$ cat src/rtl/spi_byte_master_pkg.sv
// Shared types and constants for the SPI mode-0 byte master and its command sequencers.
package spi_byte_master_pkg;

    typedef enum logic [2:0] {
        StIdle,
        StCsLead,
        StSckLo,
        StSckHi,
        StHold,
        StCsTrail
    } state_e;

    localparam logic [7:0] CmdRdid = 8'h9F;

    // HOLD counts as not busy so the sequencer can chain the next byte.
    function automatic logic is_busy(input state_e s);
        return !((s == StIdle) || (s == StHold));
    endfunction

endpackage

$ cat src/rtl/spi_byte_master_if.sv
// Sequencer handshake plus flash pins; master modport is the transceiver side.
interface spi_byte_master_if;

    logic       start;
    logic [7:0] tx_byte;
    logic       keep_cs;
    logic       busy;
    logic       done;
    logic [7:0] rx_byte;
    logic       sck;
    logic       cs;
    logic       sdo;
    logic       sdi;

    modport master (
        input  start, tx_byte, keep_cs, sdi,
        output busy, done, rx_byte, sck, cs, sdo
    );

    modport slave (
        output start, tx_byte, keep_cs, sdi,
        input  busy, done, rx_byte, sck, cs, sdo
    );

endinterface

$ cat src/rtl/spi_byte_master_half_tick.sv
// Loadable down-counter; tick_o is high once CLK_DIV cycles have elapsed since the last load.
module spi_byte_master_half_tick #(
    parameter int unsigned CLK_DIV = 6
) (
    input  logic clk12MHz,
    input  logic rst,
    input  logic load_i,
    output logic tick_o
);

    localparam logic [7:0] Reload = 8'(CLK_DIV - 1);

    logic [7:0] cnt_q, cnt_d;

    always_comb begin
        cnt_d = cnt_q;
        if (load_i) begin
            cnt_d = Reload;
        end else if (cnt_q != 8'd0) begin
            cnt_d = cnt_q - 8'd1;
        end
    end

    always_ff @(posedge clk12MHz) begin
        if (rst) begin
            cnt_q <= Reload;
        end else begin
            cnt_q <= cnt_d;
        end
    end

    assign tick_o = (cnt_q == 8'd0);

endmodule

$ cat src/rtl/spi_byte_master.sv
// SPI mode-0 byte transceiver; cs may be held low across bytes for multi-byte commands.
module spi_byte_master
    import spi_byte_master_pkg::*;
#(
    parameter int unsigned CLK_DIV = 6
) (
    input logic               clk12MHz,
    input logic               rst,
    spi_byte_master_if.master bus
);

    state_e     state_q, state_d;
    logic [7:0] tx_q, tx_d;
    logic [7:0] sh_q, sh_d;
    logic [7:0] rx_q, rx_d;
    logic [2:0] bit_q, bit_d, bit_nxt;
    logic       keep_q, keep_d;
    logic       sdo_q, sdo_d;
    logic       done_q, done_d;
    logic       tick;
    logic       accept;

    // Every state change restarts the half-period count.
    spi_byte_master_half_tick #(
        .CLK_DIV(CLK_DIV)
    ) u_half_tick (
        .clk12MHz(clk12MHz),
        .rst     (rst),
        .load_i  (state_d != state_q),
        .tick_o  (tick)
    );

    assign accept = bus.start && ((state_q == StIdle) || (state_q == StHold));

    always_comb begin
        state_d = state_q;
        tx_d    = tx_q;
        sh_d    = sh_q;
        rx_d    = rx_q;
        bit_d   = bit_q;
        keep_d  = keep_q;
        sdo_d   = sdo_q;
        done_d  = 1'b0;
        bit_nxt = bit_q - 3'd1;

        if (accept) begin
            tx_d   = bus.tx_byte;
            keep_d = bus.keep_cs;
            sdo_d  = bus.tx_byte[7];
            bit_d  = 3'd7;
        end

        unique case (state_q)
            StIdle: begin
                if (accept) state_d = StCsLead;
            end
            StCsLead: begin
                if (tick) state_d = StSckLo;
            end
            StSckLo: begin
                if (tick) begin
                    sh_d    = {sh_q[6:0], bus.sdi};
                    state_d = StSckHi;
                end
            end
            StSckHi: begin
                if (tick) begin
                    if (bit_q == 3'd0) begin
                        rx_d    = sh_q;
                        done_d  = 1'b1;
                        state_d = keep_q ? StHold : StCsTrail;
                    end else begin
                        bit_d   = bit_nxt;
                        sdo_d   = tx_q[bit_nxt];
                        state_d = StSckLo;
                    end
                end
            end
            StHold: begin
                if (accept) begin
                    state_d = StSckLo;
                end else if (!bus.keep_cs) begin
                    state_d = StCsTrail;
                end
            end
            StCsTrail: begin
                if (tick) state_d = StIdle;
            end
            default: state_d = StIdle;
        endcase
    end

    always_ff @(posedge clk12MHz) begin
        if (rst) begin
            state_q <= StIdle;
            tx_q    <= 8'h00;
            sh_q    <= 8'h00;
            rx_q    <= 8'h00;
            bit_q   <= 3'd7;
            keep_q  <= 1'b0;
            sdo_q   <= 1'b0;
            done_q  <= 1'b0;
        end else begin
            state_q <= state_d;
            tx_q    <= tx_d;
            sh_q    <= sh_d;
            rx_q    <= rx_d;
            bit_q   <= bit_d;
            keep_q  <= keep_d;
            sdo_q   <= sdo_d;
            done_q  <= done_d;
        end
    end

    assign bus.busy    = is_busy(state_q);
    assign bus.cs      = (state_q == StIdle);
    assign bus.sck     = (state_q == StSckHi);
    assign bus.sdo     = sdo_q;
    assign bus.done    = done_q;
    assign bus.rx_byte = rx_q;

endmodule

$ cat src/flat_wrapper.sv
// flat-port wrapper written by rule: the top's interface ports become plain ports
module spi_byte_master_flat import spi_byte_master_pkg::*;
#(
    parameter int unsigned CLK_DIV = 6
)
  (clk12MHz, rst, bus_start, bus_tx_byte, bus_keep_cs, bus_sdi, bus_busy, bus_done, bus_rx_byte, bus_sck, bus_cs, bus_sdo);
  spi_byte_master_if bus_i ();
  input logic clk12MHz;
  input logic rst;
  input wire logic [$bits(bus_i.start)-1:0] bus_start;
  input wire logic [$bits(bus_i.tx_byte)-1:0] bus_tx_byte;
  input wire logic [$bits(bus_i.keep_cs)-1:0] bus_keep_cs;
  input wire logic [$bits(bus_i.sdi)-1:0] bus_sdi;
  output wire logic [$bits(bus_i.busy)-1:0] bus_busy;
  output wire logic [$bits(bus_i.done)-1:0] bus_done;
  output wire logic [$bits(bus_i.rx_byte)-1:0] bus_rx_byte;
  output wire logic [$bits(bus_i.sck)-1:0] bus_sck;
  output wire logic [$bits(bus_i.cs)-1:0] bus_cs;
  output wire logic [$bits(bus_i.sdo)-1:0] bus_sdo;
  assign bus_i.start = bus_start;
  assign bus_i.tx_byte = bus_tx_byte;
  assign bus_i.keep_cs = bus_keep_cs;
  assign bus_i.sdi = bus_sdi;
  assign bus_busy = bus_i.busy;
  assign bus_done = bus_i.done;
  assign bus_rx_byte = bus_i.rx_byte;
  assign bus_sck = bus_i.sck;
  assign bus_cs = bus_i.cs;
  assign bus_sdo = bus_i.sdo;
  spi_byte_master #(.CLK_DIV(CLK_DIV)) u_core (.clk12MHz(clk12MHz), .rst(rst), .bus(bus_i));
endmodule
$ cat config.mk
export PLATFORM = sky130hd
export DESIGN_NAME = spi_byte_master_flat
export DESIGN_NICKNAME = d
export VERILOG_FILES = /design/src/rtl/spi_byte_master_pkg.sv /design/src/rtl/spi_byte_master_if.sv /design/src/rtl/spi_byte_master_half_tick.sv /design/src/rtl/spi_byte_master.sv /design/src/flat_wrapper.sv
export SDC_FILE = /design/constraint.sdc
export NUM_CORES = 1
export LEC_CHECK = 0
export ABC_AREA = 1
export BUFFER_PORTS_ARGS = -buffer_cell sky130_fd_sc_hd__buf_2
export CAP_MARGIN = 30
export CORE_MARGIN = 4
export CORE_UTILIZATION = 36
export DETAILED_ROUTE_END_ITERATION = 7
export PLACE_DENSITY = 0.66
export SLEW_MARGIN = 20
export SYNTH_ARGS = -nofsm -noshare
export SYNTH_HDL_FRONTEND = slang
export SYNTH_SLANG_ARGS = --single-unit
export TNS_END_PERCENT = 50
$ cat constraint.sdc
create_clock -name clk12MHz -period 1.69 [get_ports clk12MHz]
set_input_delay 0.2535 -clock clk12MHz [delete_from_list [all_inputs] [get_ports clk12MHz]]
set_output_delay 0.2535 -clock clk12MHz [all_outputs]
set_load 0.02 [all_outputs]
==> summary.md <==
| Metric | Value |
|---|---|
| Status | `finished clean` |
| Critical Path Max Stage Delay | `0.33 ns` |
| Fmax | `628 MHz` |
| Pre-CTS setup slack | `0.0102 ns` |
| Worst hold stages | `3` |
| Netlist Area Pre-Place | `1980 µm²` |
| Initial Util | `0.381` |
| Multi-input gate area | `1020 µm²` |
| Synth Area in Adders | `0.0189` |
| Iter 0 DRT Violations | `98` |
| CP max FO | `8` |
| Area contributors post-synth | `dfxtp_1, o21ai_0, nor2_1, inv_1, a21oi_1` |
| Total track usage | `0.138` |
| Share of cells above drive strength 1 | `0.290` |
| Hold Path Origin | `bus_tx_byte[2]` |
| Die area | `6760 µm²` |
| CP required | `1.89 ns` |
| Post-route ant nets | `0` |
| R2R setup slack | `0.1 ns` |
| # port buffers | `25` |
| Io pins | `26` |
| Crit-path slowest cell | `dfxtp_2` |
| Worst min-delay path class | `in -> reg` |
| Area Overhead vs Synth | `19.3%` |
| Period utilisation layout | `0.942` |
| Critical-path cell list | `inv_2, ha_4, nand2_2, nor2_4, nand2_4, nor3_4, inv_2, nand3_4, buf_6, nor3_2` |
| Core footprint | `5200 µm²` |
| Vias | `1727` |
| Crit Path Class | `reg -> reg` |
| Grt ovf | `0` |
| CP arrival | `1.79 ns` |
| TritonCTS clock tree | `built` |
| Tmin final | `1.59 ns` |
| HPWL Detailed | `3.07 mm` |
| Share of the synthesized area in the top cell type | `0.414` |
| Max_cap viols | `0` |
| Startpoint Class | `flop` |
| Register area share after synthesis | `0.414` |
| Main synth FF type | `dfxtp_1` |
| Commonest cells in the netlist | `nor2_1, dfxtp_1, o21ai_0` |
| Max_slew headroom | `0.756` |
| Hold Vio Cnt, Final | `0` |
| Worst ir drop on vdd | `0.496 mV` |
| RePlAce Congestion | `0.837` |
| Pwr Density | `810 nW/µm²` |
| Cells after Synth | `254` |
| LEAKAGE | `0.00109 µW` |
| Chip width | `82.2 µm` |
| Die height | `82.2 µm` |
| Endpoint of the worst register-to-register path | `u_core.u_half_tick.cnt_q[3]` |
| Clock slew at reported path FFs | `0.09 ns` |
| TritonRoute pass-1 iters | `6` |
| CTS sink count | `41` |
| DRC viols | `0` |
| Post-Synth XOR/XNOR Area | `0.0177` |
| FF/Latch Area | `823 µm²` |
| Fillers | `543` |
| TritonCTS Buffers | `5` |
| Area of placed instances | `2230 µm²` |
| Worst-skew pair later-pin latency | `0.30 ns` |
| Yosys reg bits | `41` |
| Synth Area in Compound Gates | `0.170` |
| Design area | `2360 µm²` |
| Yosys top cell by area | `dfxtp_1` |
| Worst reg2reg path startpoint | `u_core.u_half_tick.cnt_q[0]` |
| Final wirelength | `4.27 mm` |
| Post-synthesis area per instance | `7.80 µm²` |
| Most used cell, CP | `inv_2` |
| Worst-case clock buffer depth | `2` |
| Vias in the first global route | `1609` |
| Pins Over Slew Limit | `0` |
| Ant diodes | `0` |
| Hold Path Sink | `u_core.tx_q[2]` |
| Top-count cell post-synth | `nor2_1` |
| Crit path capture type | `flop` |
| EDFF count, synth | `0` |
| Largest family of logic cells by synthesized area | `simple AND/OR/NAND/NOR gates` |
| Root Buffer | `clkbuf_8` |
| Vias per cell | `4.80` |
| Final setup vio count | `0` |
| Largest net degree at the start of global routing | `21` |
| First-pass GRT wire length | `7.25 mm` |
| Post-synth ARST share | `0` |
| Worst slew pin tran | `0.364 ns` |
| Netlist cell types | `33` |
| Clk_skew | `0.00444 ns` |
| WL/cell | `11.9 µm` |
| R2r worst-path depth | `10` |
| Mux share of post-synthesis cell area | `0` |
| Net Count, Synth | `270` |
| Simple-gate area share of the yosys netlist | `0.296` |
| Setup WS post-layout | `0.0985 ns` |
| Final nets | `305` |
| Post-Route Hold Slack | `0.165 ns` |
| Synth Warn # | `0` |
| # rows | `26` |
| Initial antenna violation count | `0` |
| H-tree Lvls | `2` |
layer usage:
metal	GRT usage	up-vias	routed length [µm]
li1	-	902	-
met1	0.185	772	2040
met2	0.212	44	1950
met3	0.0358	9	207
met4	0.0565	0	74
met5	0	-	0
layout make-up:
cell class | count | share of cell area
Clock buffer | 5 | 0.0291
Multi-Input combinational cell | 174 | 0.431
Clock inverter | 3 | 0.00899
Sequential cell | 41 | 0.348
Timing Repair Buffer | 37 | 0.0979
Inverter | 30 | 0.0476
Tap cell | 70 | 0.0370
registers in the layout, summed over array words and instances, names as in the netlist:
register                  cells
u_core.state_q                3
u_core.sh_q                   8
u_core.bus.done               1
u_core.tx_q                   8
u_core.u_half_tick.cnt_q      8
u_core.keep_q                 1
u_core.bit_q                  3
u_core.bus.sdo                1
u_core.bus.rx_byte            8
logic make-up after synthesis:
logic type               after synthesis
adder cells (fa/ha/maj)                3
flip-flops                            41
buffers and inverters                 39
AO/OA/AOI/OAI                         62
AND/OR/NAND/NOR                      105
XOR/XNOR                               4
worst max-delay path: cells and delay by family (launching register included):
family        cells  cell delay, ns
fa+ha+maj         1            0.16
buf+inv           3            0.33
flops             1            0.33
simple gates      6            0.68
worst max-delay path by stage:
stage                                startpoint                     endpoint  slack [ns]  cells after the start
finish              u_core.u_half_tick.cnt_q[0]  u_core.u_half_tick.cnt_q[3]         0.1                     10
global route        u_core.u_half_tick.cnt_q[0]  u_core.u_half_tick.cnt_q[3]       -0.02                     11
CTS                 u_core.u_half_tick.cnt_q[0]  u_core.u_half_tick.cnt_q[0]        0.04                     11
detailed placement  u_core.u_half_tick.cnt_q[0]  u_core.u_half_tick.cnt_q[0]        0.01                     11
global placement    u_core.u_half_tick.cnt_q[0]  u_core.u_half_tick.cnt_q[0]        0.06                     11
floorplan                       u_core.bit_q[0]  u_core.u_half_tick.cnt_q[4]        0.08                     11
through the flow:
step                power [µW]   util  cells  setup TNS [ns]
floorplan                 1190      -    254               0
global placement          1250  0.429    350               0
detailed placement        1250  0.429    350               0
CTS                       1910  0.446    358               0
global route              2000  0.454    360         -0.0500
finish                    1910  0.454    360               0
cells in the final DEF, fill, tap and decap left out, types with 2 or more instances in the layout:
cell type	instances
dfxtp_1	39
nor2_2	3
inv_2	7
nand2_4	2
nand2_2	6
a31oi_1	2
nand4_1	2
nand3_2	4
buf_4	10
dfxtp_2	2
inv_1	23
buf_2	25
nor3_2	6
xor2_1	2
a21oi_1	19
nor2_1	42
o21ai_0	35
xnor2_1	2
o211ai_1	4
nand2_1	21
nor2_4	3
clkbuf_8	5
ha_1	2
nand3_1	11
repair_timing:
action / in CTS / in global routing
pin swaps: 0 / 4
buffers inserted: 0 / 2
hold endpoints to repair: 0 / 0
endpoints found under the setup margin: 2 / 20
hold buffers: 0 / 0
gates resized for setup: 1 / 11
power by group:
part	leakage (µW)	internal (µW)	switching, µW
Clock	0.0000445	293	376
Sequential	0.000333	996	19.0
Combinational	0.000713	92.5	137
Note: power is estimated with default switching activity, not from simulation.
